$ cat src/rtl/ov7670_cfg_pkg.sv
// Shared constants, state encoding and sizing helper for the OV7670 config ROM path.
// Used by the sequencer, the ROM and their benches.
package ov7670_cfg_pkg;

  localparam logic [15:0] CFG_END   = 16'hFFFF;
  localparam logic [15:0] CFG_DELAY = 16'hFFF0;

  localparam int DEF_DELAY_CYCLES   = 250_000;
  localparam int DEF_GAP_CYCLES     = 64;
  localparam int DEF_TIMEOUT_CYCLES = 100_000;
  localparam int DEF_ADDR_W         = 8;

  typedef enum logic [2:0] {
    ST_IDLE   = 3'd0,
    ST_FETCH  = 3'd1,
    ST_DECODE = 3'd2,
    ST_ISSUE  = 3'd3,
    ST_WAIT   = 3'd4,
    ST_GAP    = 3'd5,
    ST_DELAY  = 3'd6,
    ST_DONE   = 3'd7
  } cfg_state_e;

  // One counter serves all three waits, so it is sized for the longest of them.
  function automatic int timer_width(input int d, input int g, input int t);
    int m;
    m = d;
    if (g > m) m = g;
    else       m = m;
    if (t > m) m = t;
    else       m = m;
    if (m < 2) m = 2;
    else       m = m;
    return $clog2(m);
  endfunction

endpackage

$ cat src/rtl/cfg_wait_timer.sv
// Cycle counter shared by the DELAY, GAP and WAIT-timeout phases of the config sequencer.
// Counts up from a clear and parks on the terminal count instead of wrapping.
module cfg_wait_timer #(
  parameter int W = 8
) (
  input  logic         clk,
  input  logic         rst_n,
  input  logic         clear,
  input  logic         enable,
  input  logic [W-1:0] term,
  output logic         expired
);

  logic [W-1:0] count_r;

  // Counter register: clear wins, otherwise count until the terminal value is reached.
  always_ff @(posedge clk) begin
    if (!rst_n) begin
      count_r <= '0;
    end else if (clear) begin
      count_r <= '0;
    end else if (enable && (count_r != term)) begin
      count_r <= count_r + W'(1);
    end else begin
      count_r <= count_r;
    end
  end

  assign expired = (count_r == term);

endmodule

$ cat src/rtl/ov7670_config_sequencer.sv
// Walks the OV7670 config ROM and turns each {reg,data} entry into one SCCB write,
// honouring timed-delay and end-of-table markers; reports busy/done/err upward.
module ov7670_config_sequencer
  import ov7670_cfg_pkg::*;
#(
  parameter int DELAY_CYCLES   = DEF_DELAY_CYCLES,
  parameter int GAP_CYCLES     = DEF_GAP_CYCLES,
  parameter int TIMEOUT_CYCLES = DEF_TIMEOUT_CYCLES,
  parameter int ADDR_W         = DEF_ADDR_W
) (
  input  logic              clk,
  input  logic              rst_n,
  input  logic              start,
  output logic [ADDR_W-1:0] rom_addr,
  input  logic [15:0]       rom_dout,
  output logic              sccb_valid,
  input  logic              sccb_ready,
  output logic [7:0]        sccb_reg,
  output logic [7:0]        sccb_data,
  input  logic              sccb_done,
  output logic              busy,
  output logic              done,
  output logic              err
);

  localparam int TMR_W = timer_width(DELAY_CYCLES, GAP_CYCLES, TIMEOUT_CYCLES);
  localparam logic [TMR_W-1:0]  DELAY_TC   = TMR_W'(DELAY_CYCLES - 1);
  localparam logic [TMR_W-1:0]  GAP_TC     = TMR_W'(GAP_CYCLES - 1);
  localparam logic [TMR_W-1:0]  TIMEOUT_TC = TMR_W'(TIMEOUT_CYCLES - 1);
  localparam logic [ADDR_W-1:0] ADDR_LAST  = {ADDR_W{1'b1}};

  cfg_state_e        state_r, next_s;
  logic [ADDR_W-1:0] rom_addr_r;
  logic              sccb_valid_r, busy_r, done_r, err_r;
  logic [7:0]        sccb_reg_r, sccb_data_r;

  logic             start_acc_s, load_s, accept_s, incr_s, finish_s, fail_s;
  logic             tmr_clear_s, tmr_en_s, tmr_expired_s;
  logic [TMR_W-1:0] tmr_term_s;

  cfg_wait_timer #(.W(TMR_W)) u_timer (
    .clk     (clk),
    .rst_n   (rst_n),
    .clear   (tmr_clear_s),
    .enable  (tmr_en_s),
    .term    (tmr_term_s),
    .expired (tmr_expired_s)
  );

  // Next-state and per-cycle action decode; finishing goes straight back to IDLE.
  always_comb begin
    next_s      = state_r;
    start_acc_s = 1'b0;
    load_s      = 1'b0;
    accept_s    = 1'b0;
    incr_s      = 1'b0;
    finish_s    = 1'b0;
    fail_s      = 1'b0;
    tmr_clear_s = 1'b0;
    tmr_en_s    = 1'b0;
    tmr_term_s  = TIMEOUT_TC;
    case (state_r)
      ST_IDLE: begin
        if (start) begin
          start_acc_s = 1'b1;
          next_s      = ST_FETCH;
        end else begin
          next_s = ST_IDLE;
        end
      end
      ST_FETCH: next_s = ST_DECODE;
      ST_DECODE: begin
        if (rom_dout == CFG_END) begin
          finish_s = 1'b1;
          next_s   = ST_IDLE;
        end else if (rom_dout == CFG_DELAY) begin
          tmr_clear_s = 1'b1;
          next_s      = ST_DELAY;
        end else begin
          load_s = 1'b1;
          next_s = ST_ISSUE;
        end
      end
      ST_ISSUE: begin
        if (sccb_ready) begin
          accept_s    = 1'b1;
          tmr_clear_s = 1'b1;
          next_s      = ST_WAIT;
        end else begin
          next_s = ST_ISSUE;
        end
      end
      ST_WAIT: begin
        tmr_en_s   = 1'b1;
        tmr_term_s = TIMEOUT_TC;
        if (sccb_done) begin
          tmr_clear_s = 1'b1;
          next_s      = ST_GAP;
        end else if (tmr_expired_s) begin
          fail_s   = 1'b1;
          finish_s = 1'b1;
          next_s   = ST_IDLE;
        end else begin
          next_s = ST_WAIT;
        end
      end
      ST_GAP, ST_DELAY: begin
        tmr_en_s   = 1'b1;
        tmr_term_s = (state_r == ST_GAP) ? GAP_TC : DELAY_TC;
        if (tmr_expired_s) begin
          // Running off the end of the table without a terminator is an error.
          if (rom_addr_r == ADDR_LAST) begin
            fail_s   = 1'b1;
            finish_s = 1'b1;
            next_s   = ST_IDLE;
          end else begin
            incr_s = 1'b1;
            next_s = ST_FETCH;
          end
        end else begin
          next_s = state_r;
        end
      end
      default: next_s = ST_IDLE;
    endcase
  end

  // State, ROM address, SCCB request and status registers.
  always_ff @(posedge clk) begin
    if (!rst_n) begin
      state_r      <= ST_IDLE;
      rom_addr_r   <= '0;
      sccb_valid_r <= 1'b0;
      sccb_reg_r   <= 8'h00;
      sccb_data_r  <= 8'h00;
      busy_r       <= 1'b0;
      done_r       <= 1'b0;
      err_r        <= 1'b0;
    end else begin
      state_r <= next_s;
      if (start_acc_s)  rom_addr_r <= '0;
      else if (incr_s)  rom_addr_r <= rom_addr_r + ADDR_W'(1);
      else              rom_addr_r <= rom_addr_r;
      if (load_s) begin
        sccb_reg_r  <= rom_dout[15:8];
        sccb_data_r <= rom_dout[7:0];
      end else begin
        sccb_reg_r  <= sccb_reg_r;
        sccb_data_r <= sccb_data_r;
      end
      if (load_s)                     sccb_valid_r <= 1'b1;
      else if (accept_s || finish_s)  sccb_valid_r <= 1'b0;
      else                            sccb_valid_r <= sccb_valid_r;
      if (start_acc_s)    busy_r <= 1'b1;
      else if (finish_s)  busy_r <= 1'b0;
      else                busy_r <= busy_r;
      if (start_acc_s)    done_r <= 1'b0;
      else if (finish_s)  done_r <= 1'b1;
      else                done_r <= done_r;
      if (start_acc_s)    err_r <= 1'b0;
      else if (fail_s)    err_r <= 1'b1;
      else                err_r <= err_r;
    end
  end

  assign rom_addr   = rom_addr_r;
  assign sccb_valid = sccb_valid_r;
  assign sccb_reg   = sccb_reg_r;
  assign sccb_data  = sccb_data_r;
  assign busy       = busy_r;
  assign done       = done_r;
  assign err        = err_r;

endmodule

$ cat config.mk
export PLATFORM = sky130hd
export DESIGN_NAME = ov7670_config_sequencer
export DESIGN_NICKNAME = d
export VERILOG_FILES = /design/src/rtl/ov7670_cfg_pkg.sv /design/src/rtl/cfg_wait_timer.sv /design/src/rtl/ov7670_config_sequencer.sv
export SDC_FILE = /design/constraint.sdc
export NUM_CORES = 1
export LEC_CHECK = 0
export ABC_AREA = 1
export CORE_MARGIN = 2
export CORE_UTILIZATION = 39
export CTS_BUF_LIST = sky130_fd_sc_hd__clkbuf_4
export CTS_CLUSTER_DIAMETER = 150
export DETAILED_ROUTE_END_ITERATION = 6
export GPL_ROUTABILITY_DRIVEN = 0
export MAX_ROUTING_LAYER = met4
export SLEW_MARGIN = 10
export SYNTH_ARGS = -nofsm -noshare
export SYNTH_HDL_FRONTEND = slang
export SYNTH_SLANG_ARGS = --single-unit
$ cat constraint.sdc
create_clock -name clk -period 2.5 [get_ports clk]
set_clock_uncertainty 0.1 [all_clocks]
set_input_delay 0.75 -clock clk [delete_from_list [all_inputs] [get_ports clk]]
set_output_delay 0.75 -clock clk [all_outputs]
set_load 0.02 [all_outputs]
==> metrics, run 1 <==
status finished, final reports clean; post-CTS sizing 0; Seq pwr share 51.0%; Sw Pwr 0.0004898 W; total track usage 18.80%; max reg flops 18; Critical Path, Cell by Cell clkdlybuf4s50_1; via count 2,700; endpoints failing setup 0; syn_nets 425; WL final 6.461 mm; commonest non-fill, non-tap cell in the layout nand2_1; Int Power 0.001188 W; post-CTS setup buffers 0; startpoint types flop; Primary FF master, synth dfxtp_1; # IOs 49; Clock power frac 28.1%; maxcap violations 0; leakage power 1.328 nW; Logic pwr share 20.9%; final period utilization 89.94%; DRC 0; PD cells 477.3 mW/mm^2; Worst Hold Slack 369.7 ps; number of global-route vias before repair 2,465; # diodes 0; PortBufs 48; worst reg2reg setup slack 430 ps; TritonCTS clock tree built; CTS sink cnt 49; RSZ-0062 raised after global routing false; Initial DRC Count 125; Final Core Density 51.45%; hold crit path type reg2reg; Core Rows 30; CP top delay family buffers and inverters; DRT antenna net count 0; Syn-to-layout area delta 27.57%; Pre-Repair DR Iteration Count 4; share of layout cells above drive strength 1 12.23%; Arr. time, crit path 1400 ps; register area 980.9 sq um; Crit. Startpoint rom_addr[5]; Die Wd 88.05 um; Die Y 88.05 um; clock buffer depth 2; fmax 0.4447 GHz; min Tclk post-route 2249 ps; Final nets 488; Syn Inst Count 402; Avg WL per Cell 11.50 um; Syn. warnings 0; Async SR Flop Fraction 0%; syn avg cell area 6.854 sq um; library cells used by synthesis 33; critical path class reg2out; grt ovf 0; Skew-Pair Late Insertion Delay 360 ps; stages on the worst setup path 1; die area 0.007753 sq mm; worst flop-to-flop path endpoint u_timer.count_r[5]; Slew Limit Fails 0; Post-DP HPWL 5.010 mm; Root Driver clkbuf_4; cell area after synthesis 0.002755 sq mm; Reg clk slew, reported paths 150 ps; area of the multi-input gates 0.001509 sq mm; largest net degree at the start of global routing 25; CTS Hold Bufs 0; Slew @ Worst Pin 430.6 ps; switching part of the total 29.20%; Final Hold Vio Count 0; max incr delay on CP 630 ps; CP Buf/Inv Count 1; RR Startpoint state_r[0]; H-tree depth 2; CP max-delay cell clkdlybuf4s50_1; Seq/Total Area, Yosys 35.60%; #FFs+latches synth 49; worst reg2reg path depth 11; IR Drop Worst-Case VDD 0.3110 mV; largest register by flop count u_timer.count_r; initial antenna violation count 0; CP endpoint kind primary output; CTS Buf Count 5; Required @ worst endpoint 1650 ps; Filler cells 702; Slew HR 71.25%; first-pass GRT wire length 11.24 mm; Initial Utilization 40.33%; peak fanout along the critical path 4; Post-synth EDFFs 0; core area 0.006832 sq mm; worst setup path end rom_addr[5]; commonest cells after routing, fill and taps aside nand2_1 (103), dfxtp_1 (49), inv_1 (48), clkdlybuf4s50_1 (48), a21oi_1 (37); vias per cell 4.804
## power by group through the flow
stage	sequential [W]	clock [W]	combinational (W)
after floorplan	0.000896	0	0.000172
after global placement	0.000872	0	0.000354
after detailed placement	0.000872	0	0.000355
after CTS	0.000856	0.000488	0.000357
after global routing	0.000861	0.000516	0.000388
final	0.000855	0.000471	0.000351
## cell usage after synthesis (4+ instances only)
master	count	area share [%]
nor3_1	13	2.4
inv_2	4	0.54
o21ai_1	5	0.91
xor2_1	8	2.5
clkbuf_1	5	0.68
o21ai_0	7	1.3
buf_4	4	1.1
nor2_1	33	4.5
inv_1	48	6.5
a21oi_1	37	6.7
nand2_1	103	14
nand4_1	13	3.0
dfxtp_1	49	36
nand3_1	36	6.5
## worst min-delay path by stage
stage | from | to | slack [ps] | depth (start not counted)
6_report | sccb_reg[1] | sccb_reg[1] | 370 | 2
3_5_place_dp | sccb_reg[5] | sccb_reg[5] | 350 | 2
5_1_grt | sccb_reg[1] | sccb_reg[1] | 380 | 2
4_1_cts | sccb_reg[0] | sccb_reg[0] | 370 | 2
2_1_floorplan | u_timer.count_r[17] | u_timer.count_r[17] | 350 | 2
3_3_place_gp | sccb_reg[6] | sccb_reg[6] | 350 | 2
## layer usage
metal / track usage, % / part of all wire (%)
met5: - / 0
met4: 5.372 / 1.3
met3: 4.147 / 5.4
met2: 29.96 / 46
met1: 24.02 / 47
## through the flow
step | setup slack (ps) | setup TNS [ps] | std cells | power (W) | instance area (sq um)
finish | 251.4 | 0 | 562 | 0.001677 | 3515
global route | 170.8 | 0 | 562 | 0.001765 | 3515
CTS | 226.0 | 0 | 562 | 0.001700 | 3515
detailed placement | -62.13 | -736.5 | 554 | 0.001227 | 3436
global placement | -31.31 | -393.9 | 554 | 0.001226 | 3436
floorplan | 506.6 | 0 | 402 | 0.001068 | 2755
## logic make-up after synthesis
| kind of cell | Yosys count | synth area share, % |
|---|---|---|
| adders and majority gates | 2 | 0.9081 |
| xor gates and xnor gates | 9 | 2.861 |
| DFF | 49 | 35.60 |
| buffers and inverters | 64 | 9.627 |
| and+or+nand+nor | 224 | 40.60 |
| AOI/OAI and AO/OA | 54 | 10.40 |
## final cells by class
cell class,count,area share [%]
clock inverters,3,1.175
well taps,96,3.418
flip-flops and latches,49,27.91
inverters,52,5.554
clock buffers,5,1.068
multi-input cells,289,42.93
repair buffers,68,17.94
Power figures use the tool's default switching activity.
==> run 2, diff against run 1 <==
--- a/config.mk
+++ b/config.mk
@@ -11,7 +11,7 @@
 export CTS_BUF_LIST = sky130_fd_sc_hd__clkbuf_4
 export CTS_CLUSTER_DIAMETER = 150
 export DETAILED_ROUTE_END_ITERATION = 6
-export GPL_ROUTABILITY_DRIVEN = 0
+export GPL_ROUTABILITY_DRIVEN = 1
 export MAX_ROUTING_LAYER = met4
 export SLEW_MARGIN = 10
 export SYNTH_ARGS = -nofsm -noshare
==> results of run 2 <==
Final layout, timing and power as in run 1 (identical DEF).
